--- config.mk ---
export PLATFORM = sky130hd
export DESIGN_NAME = sync_stack_queue
export DESIGN_NICKNAME = d
export VERILOG_FILES = /design/src/rtl/qick_mem_pkg.sv /design/src/rtl/mod_ptr.sv /design/src/rtl/sync_stack_queue.sv
export SDC_FILE = /design/constraint.sdc
export NUM_CORES = 1
export LEC_CHECK = 0
export ABC_AREA = 1
export CAP_MARGIN = 20
export CORE_MARGIN = 4
export CORE_UTILIZATION = 53
export CTS_CLUSTER_DIAMETER = 80
export DETAILED_ROUTE_END_ITERATION = 12
export PLACE_DENSITY = 0.76
export REMOVE_ABC_BUFFERS = 1
export SYNTH_ARGS = -nofsm -noshare
export SYNTH_HDL_FRONTEND = slang
export SYNTH_SLANG_ARGS = --single-unit
--- constraint.sdc ---
create_clock -name clk_i -period 2.5 [get_ports clk_i]
set_clock_uncertainty 0.1 [all_clocks]
set_input_delay 0.5 -clock clk_i [delete_from_list [all_inputs] [get_ports clk_i]]
set_output_delay 0.5 -clock clk_i [all_outputs]
set_load 0.02 [all_outputs]
--- src/rtl/qick_mem_pkg.sv ---
// Shared types and elaboration helpers for the register-file stack/queue buffers.
package qick_mem_pkg;

    typedef enum logic {STACK_LIFO, STACK_FIFO} stack_mode_t;

    function automatic stack_mode_t mode_from_str(input logic [31:0] s);
        return (s == "FIFO") ? STACK_FIFO : STACK_LIFO;
    endfunction

    function automatic logic mode_valid(input logic [31:0] s);
        return (s == "LIFO") || (s == "FIFO");
    endfunction

    // Index width for a DEPTH-entry array; never narrower than one bit.
    function automatic int ptr_w(input int depth);
        return (depth > 1) ? $clog2(depth) : 1;
    endfunction

endpackage

--- src/rtl/mod_ptr.sv ---
// Modulo-DEPTH pointer with explicit wrap, so DEPTH need not be a power of two.
module mod_ptr
    import qick_mem_pkg::*;
#(
    parameter int DEPTH = 8,
    parameter int PW    = ptr_w(DEPTH)
) (
    input  logic          clk_i,
    input  logic          rst_ni,
    input  logic          clr_i,
    input  logic          inc_i,
    output logic [PW-1:0] ptr_o,
    output logic          wrap_o
);

    assign wrap_o = inc_i && (ptr_o == PW'(DEPTH - 1));

    always_ff @(posedge clk_i or negedge rst_ni) begin
        if (!rst_ni) begin
            ptr_o <= '0;
        end else if (clr_i) begin
            ptr_o <= '0;
        end else if (inc_i) begin
            ptr_o <= wrap_o ? '0 : ptr_o + PW'(1);
        end
    end

endmodule

--- src/rtl/sync_stack_queue.sv ---
// Single-clock register-file buffer, LIFO or FIFO ordering, with occupancy
// count, sticky overflow/underflow flags and a synchronous flush.
module sync_stack_queue
    import qick_mem_pkg::*;
#(
    parameter int          WIDTH = 16,
    parameter int          DEPTH = 8,
    parameter logic [31:0] MODE  = "LIFO"
) (
    input  logic                       clk_i,
    input  logic                       rst_ni,
    input  logic                       clear_i,
    input  logic                       push_i,
    input  logic                       pop_i,
    input  logic [WIDTH-1:0]           data_i,
    output logic [WIDTH-1:0]           data_o,
    output logic                       empty_o,
    output logic                       full_o,
    output logic [$clog2(DEPTH+1)-1:0] count_o,
    output logic                       ovf_o,
    output logic                       unf_o
);

    localparam int          CW     = $clog2(DEPTH + 1);
    localparam int          PW     = ptr_w(DEPTH);
    localparam stack_mode_t MODE_E = mode_from_str(MODE);

    logic [CW-1:0] count_q;
    logic          empty, full;
    logic          push_acc, pop_acc;

    assign empty = (count_q == '0);
    assign full  = (count_q == CW'(DEPTH));

    // Push+pop on a non-empty buffer is always legal, even when full.
    assign push_acc = !clear_i && push_i && (!full || (pop_i && !empty));
    assign pop_acc  = !clear_i && pop_i && !empty;

    always_ff @(posedge clk_i or negedge rst_ni) begin
        if (!rst_ni) begin
            count_q <= '0;
            ovf_o   <= 1'b0;
            unf_o   <= 1'b0;
        end else if (clear_i) begin
            count_q <= '0;
            ovf_o   <= 1'b0;
            unf_o   <= 1'b0;
        end else begin
            count_q <= count_q + CW'(push_acc) - CW'(pop_acc);
            ovf_o   <= ovf_o | (push_i && !pop_i && full);
            unf_o   <= unf_o | (pop_i && empty);
        end
    end

    assign empty_o = empty;
    assign full_o  = full;
    assign count_o = count_q;

    if (!mode_valid(MODE)) begin : g_bad_mode
        $error("sync_stack_queue: MODE must be \"LIFO\" or \"FIFO\"");
        assign data_o = '0;
    end else if (MODE_E == STACK_LIFO) begin : g_lifo
        logic [WIDTH-1:0] stack_q [DEPTH];
        logic [PW-1:0]    top_idx, wr_idx;

        // The stack pointer equals the occupancy count.
        assign top_idx = PW'(count_q - CW'(1));
        assign wr_idx  = pop_acc ? top_idx : PW'(count_q);

        always_ff @(posedge clk_i) begin
            if (push_acc) begin
                stack_q[wr_idx] <= data_i;
            end
        end

        assign data_o = empty ? '0 : stack_q[top_idx];
    end else begin : g_fifo
        logic [WIDTH-1:0] mem_q [DEPTH];
        logic [PW-1:0]    wr_ptr, rd_ptr;
        logic             wr_wrap_unused, rd_wrap_unused;

        mod_ptr #(.DEPTH(DEPTH), .PW(PW)) u_wr_ptr (
            .clk_i  (clk_i),
            .rst_ni (rst_ni),
            .clr_i  (clear_i),
            .inc_i  (push_acc),
            .ptr_o  (wr_ptr),
            .wrap_o (wr_wrap_unused)
        );

        mod_ptr #(.DEPTH(DEPTH), .PW(PW)) u_rd_ptr (
            .clk_i  (clk_i),
            .rst_ni (rst_ni),
            .clr_i  (clear_i),
            .inc_i  (pop_acc),
            .ptr_o  (rd_ptr),
            .wrap_o (rd_wrap_unused)
        );

        always_ff @(posedge clk_i) begin
            if (push_acc) begin
                mem_q[wr_ptr] <= data_i;
            end
        end

        assign data_o = empty ? '0 : mem_q[rd_ptr];
    end

endmodule

**Word level (Yosys, flattened, before mapping)**

Memory sizes are Yosys's and may differ from the RTL's.
Cells that the tools add are included.
W data, S select, Z words.

- Word-level logic and storage cells: 31
- Memories kept: 1
- Bits in writable memories: 128
- Flip-flop bits (word level): 6

Memories:

| memory | depth | width | read ports | clocked after Yosys merged registers in | wr ports | RTL line | source |
|---|---|---|---|---|---|---|---|
| g_lifo.stack_q | 8 | 16 | 1 | 0 | 1 | sync_stack_queue.sv:63 | `logic [WIDTH-1:0] stack_q [DEPTH];` |

- Add/sub/neg operators: 3
- Bitwise logic cells: 2
- Equality and inequality tests: 1
- Reductions and logical operators: 14
- Mux-type cells: 7

Operator list:

| kind | count |
|---|---|
| $mux W16 | 1 |
| $logic_and A1 B1 Y1 | 8 |
| $add A4 B1 Y4 | 1 |
| $eq A4 B4 Y1 const B | 1 |
| $logic_not A1 Y1 | 4 |
| $logic_not A4 Y1 | 1 |
| $mux W1 | 4 |
| $mux W4 | 1 |
| $sub A4 B1 Y4 | 1 |
| $mux W3 | 1 |
| $sub A3 B1 Y3 const B | 1 |
| $or A1 B1 Y1 | 2 |
| $logic_or A1 B1 Y1 | 1 |

**Logic depth before layout (Yosys ltp)**

- Depth after elaboration: 8
- Depth in mapped cells: 16
- Gate-level depth less buffers: 13

**Least setup slack after synthesis**

Ideal clock, no wire load.

- Path kind: register -> register
- From: register count_q[0], in the netlist count_o[0]
- To: memory g_lifo.stack_q[2][0], enable pin
- Data arrival time: 2.452 ns
- Setup slack: -0.441 ns
- Required time: 2.012 ns
- Clock period less this slack: 2.941 ns
- Stages on the path, launching flop included: 12
- Cells stage by stage: dfrtp_1 > inv_2 > buf_6 > buf_2 > ha_1 > buf_2 > inv_2 > buf_2 > nand2_1 > nand2_1 > nand2_1 > nor2_1

- Longest elaborated chain between the ends: 7
- Elaborated cells between the ends (all ways): 12
- Classes of those cells: add/sub: 1; eq/ne: 1; mux: 3; reduce/logical: 7

Ends and longest elaborated chain:

| what | RTL line | source |
|---|---|---|
| start: declaration | sync_stack_queue.sv:28 | `logic [CW-1:0] count_q;` |
| start signal: assignment | sync_stack_queue.sv:49 | `count_q <= count_q + CW'(push_acc) - CW'(pop_acc);` |
| $logic_not A4 Y1 | sync_stack_queue.sv:32 | `assign empty = (count_q == '0);` |
| $logic_not A1 Y1 | sync_stack_queue.sv:36, sync_stack_queue.sv:37 |  |
| $logic_and A1 B1 Y1 | sync_stack_queue.sv:36 | `assign push_acc = !clear_i && push_i && (!full \|\| (pop_i && !empty));` |
| $logic_or A1 B1 Y1 | sync_stack_queue.sv:36 |  |
| $logic_and A1 B1 Y1 | sync_stack_queue.sv:36 |  |
| $mux W1 | sync_stack_queue.sv:71 | `if (push_acc) begin` |
| $mux W1 (implied by the code) | sync_stack_queue.sv:72 | `stack_q[wr_idx] <= data_i;` |
| end: declaration | sync_stack_queue.sv:63 |  |

Parallel ways exist; a longest one is shown, timed or not.

**Final worst setup path**

- From: register count_q[0], in the netlist count_o[0]
- To: output data_o[8]

- Longest elaborated chain between the ends: 3
- Elaborated cells between the ends (all ways): 4
- Classes of those cells: add/sub: 1; mux: 1; reduce/logical: 1; memory: 1

Ends and longest elaborated chain:

| what | RTL line | source |
|---|---|---|
| $sub A3 B1 Y3 | sync_stack_queue.sv:67 | `assign top_idx = PW'(count_q - CW'(1));` |
| $mem_v2 Z8 W16 | - |  |
| $mux W16 * | sync_stack_queue.sv:76 | `assign data_o = empty ? '0 : stack_q[top_idx];` |
| end: declaration | sync_stack_queue.sv:16 | `output logic [WIDTH-1:0] data_o,` |

Every way passes the cells marked *; elsewhere a longest branch is shown, timed or not.

==> summary.txt <==
status: finished, violations left
violated checks: setup timing
FP Rows: 39
PD cells: 1340 nW/um^2
Max H-tree Level: 4
fraction of layout cells with a size suffix above 1: 0.207
Max-cap violations: 0
cts-stage hold buffer count: 0
setup TNS: -844 ps
Post-Route WL: 16,000 um
Yosys reg bits: 134
Overflow after GRT: 0
Yosys warnings: 0
Max FO, Critical Path: 6
core area: 11,400 um^2
DRC: 0
Post-Place Cells: 845
Placed Area: 7010 um^2
CP required: 1900 ps
Distinct cells, synth: 20
Critical Path End Type: output port
ranking of synthesized cells by area: edfxtp_1 63%, nand2_1 12%, inv_1 8.4%, nand3_1 6.7%, nor2_1 2.9%
Hold WC Path Type: input pin to async pin
vias in the first global route: 4,702
Final setup violation count: 16
Area Overhead vs Synth: 32.2%
cell area after synthesis: 6150 um^2
Slew Limit Fails: 0
GR met2 Demand/Resource: 0.404
vias per cell: 5.40
Syn Inst Count: 640
post-synth top area share: 0.625
Lkg Pwr: 3.70 nW
PnR worst setup slack: -82.8 ps
global routing's busiest layer: met2
antenna-violating nets left: 0
CTS tree: yes
# clock sinks: 134
slew margin rel.: 0.786
area leader, netlist: edfxtp_1
sequential area share after synthesis: 0.650
drt wl/cell: 17.9 um
first-pass GRT wire length: 23,600 um
Worst Setup Path Type: flop to output port
Finished Cell Area: 8120 um^2
Worst Tran Pin Value: 320 ps
clk root buf: clkbuf_16
die area: 13,400 um^2
grt met1 use: 0.286
RSZ-0062 raised after global routing: true
Initial DRC Count: 513
Tcrit/Tclk final: 1.03
global routing usage on met3: 0.0658
Via Count: 4,807
number of diodes: 0
clock-pin slew on the worst setup and hold paths: 50 ps
clk_lat worst skew: 420 ps
largest net degree at the start of global routing: 29
I/O Buffers: 44
CP Data Arrival Time: 1980 ps
startpoint types: flop
fin crit period: 2580 ps
Syn Area/Cell: 9.60 um^2
Layout Cells excl Fill: 890
Starting Density: 0.541
die width: 116 um
pre-CTS worst setup slack: -124 ps
Clock Path Buffers: 2
fmax: 387 MHz
gr usage total: 0.239
worst vdd ir: 0.923 mV
total CTS buffers: 17
Post-DP HPWL: 8520 um
TritonRoute pass-1 iters: 5
Layout Utilization: 0.715
Final Hold Fails: 0
final net count: 763
routability cong.: 0.815
Die Y: 116 um
initial antenna violation count: 0
I/O Pins: 45
final timing paths:
kind	from	endpoint	slack [ps]	cells after the start
worst max-delay path	count_o[0]	data_o[8]	-80	12
worst min-delay path	rst_ni	unf_o	230	1
worst max register to register	count_o[0]	g_lifo.stack_q[7][7]	50	13
worst min register to register	ovf_o	ovf_o	410	2
max in group asynchronous	rst_ni	count_o[0]	1810	1
min in group clk_i	ovf_o	ovf_o	410	2
cells in the mapped netlist, drive strengths merged:
cell type,number
a21oi,3
a31oi,1
buf,24
clkbuf,2
dfrtp,6
edfxtp,128
fa,1
ha,7
inv,144
nand2,190
nand3,83
nor2,48
o21a,1
o21ai,1
xnor2,1
routing by layer:
layer  vias to the layer above  wire length (um)
met5                         -                 0
met4                         0               396
met3                        49              1400
met2                       299              8120
met1                      2258              6040
li1                       2201                 -
sequential cells by signal, summed over array words and instances, names as in the netlist:
name,count
count_o,4
unf_o,1
ovf_o,1
g_lifo.stack_q,128
what timing repair did:
| item | CTS | global route |
|---|---|---|
| gates resized for setup | 125 | 52 |
| pin swaps | 17 | 34 |
| endpoints found under the setup margin | 119 | 121 |
| cloned | 5 | 1 |
| endpoints found under the hold margin | 0 | 0 |
| buffers inserted | 5 | 2 |
through the flow:
stage | power [W] | hold WS (ps)
4_1_cts | 0.0101 | 222
2_1_floorplan | 0.00509 | 104
3_5_place_dp | 0.00701 | 395
3_3_place_gp | 0.00692 | 386
5_1_grt | 0.0114 | 228
6_report | 0.0109 | 233
cell families after synthesis:
family	Yosys count	synth area share
and+or+nand+nor	321	0.214
buffers and inverters	170	0.112
DFF	134	0.650
adders and majority gates	8	0.0175
AOI/OAI and AO/OA	6	0.00550
xor gates and xnor gates	1	0.00143
worst max-delay path, stage by stage (launching register included):
cell and delay [ps]:
dfrtp_2 430, inv_4 80, ha_4 160, inv_2 40
nand2_2 70, nand2_2 90, inv_4 80, buf_12 140
buf_12 140, nand3_4 80, nand2_2 100, nor2_2 40
buf_6 130
layout make-up:
class	count	area (um^2)
repair buffers	101	1150
flip-flops and latches	134	4000
inverters	144	548
clock inverters	11	109
well taps	143	179
clock buffers	21	440
multi-input cells	336	1700
fillers	714	3250
placed cells by master (no fill, tap or decap), drive strengths merged, types with 2 or more instances in the layout:
| cell | count |
|---|---|
| clkbuf | 22 |
| nand3 | 83 |
| dlygate4sd2 | 2 |
| a21oi | 3 |
| ha | 7 |
| clkinv | 9 |
| clkdlybuf4s50 | 25 |
| nand2 | 190 |
| buf | 72 |
| nor2 | 48 |
| dfrtp | 6 |
| edfxtp | 128 |
| inv | 144 |
| bufinv | 2 |
where the power goes:
part / internal (W) / switching [W] / leakage [nW]
sequential: 0.00265 / 0.0000545 / 1.23
combinational: 0.00254 / 0.00332 / 2.19
clock: 0.00145 / 0.000884 / 0.271
total: 0.00663 / 0.00426 / 3.70
(Power assumes the default switching activity.)
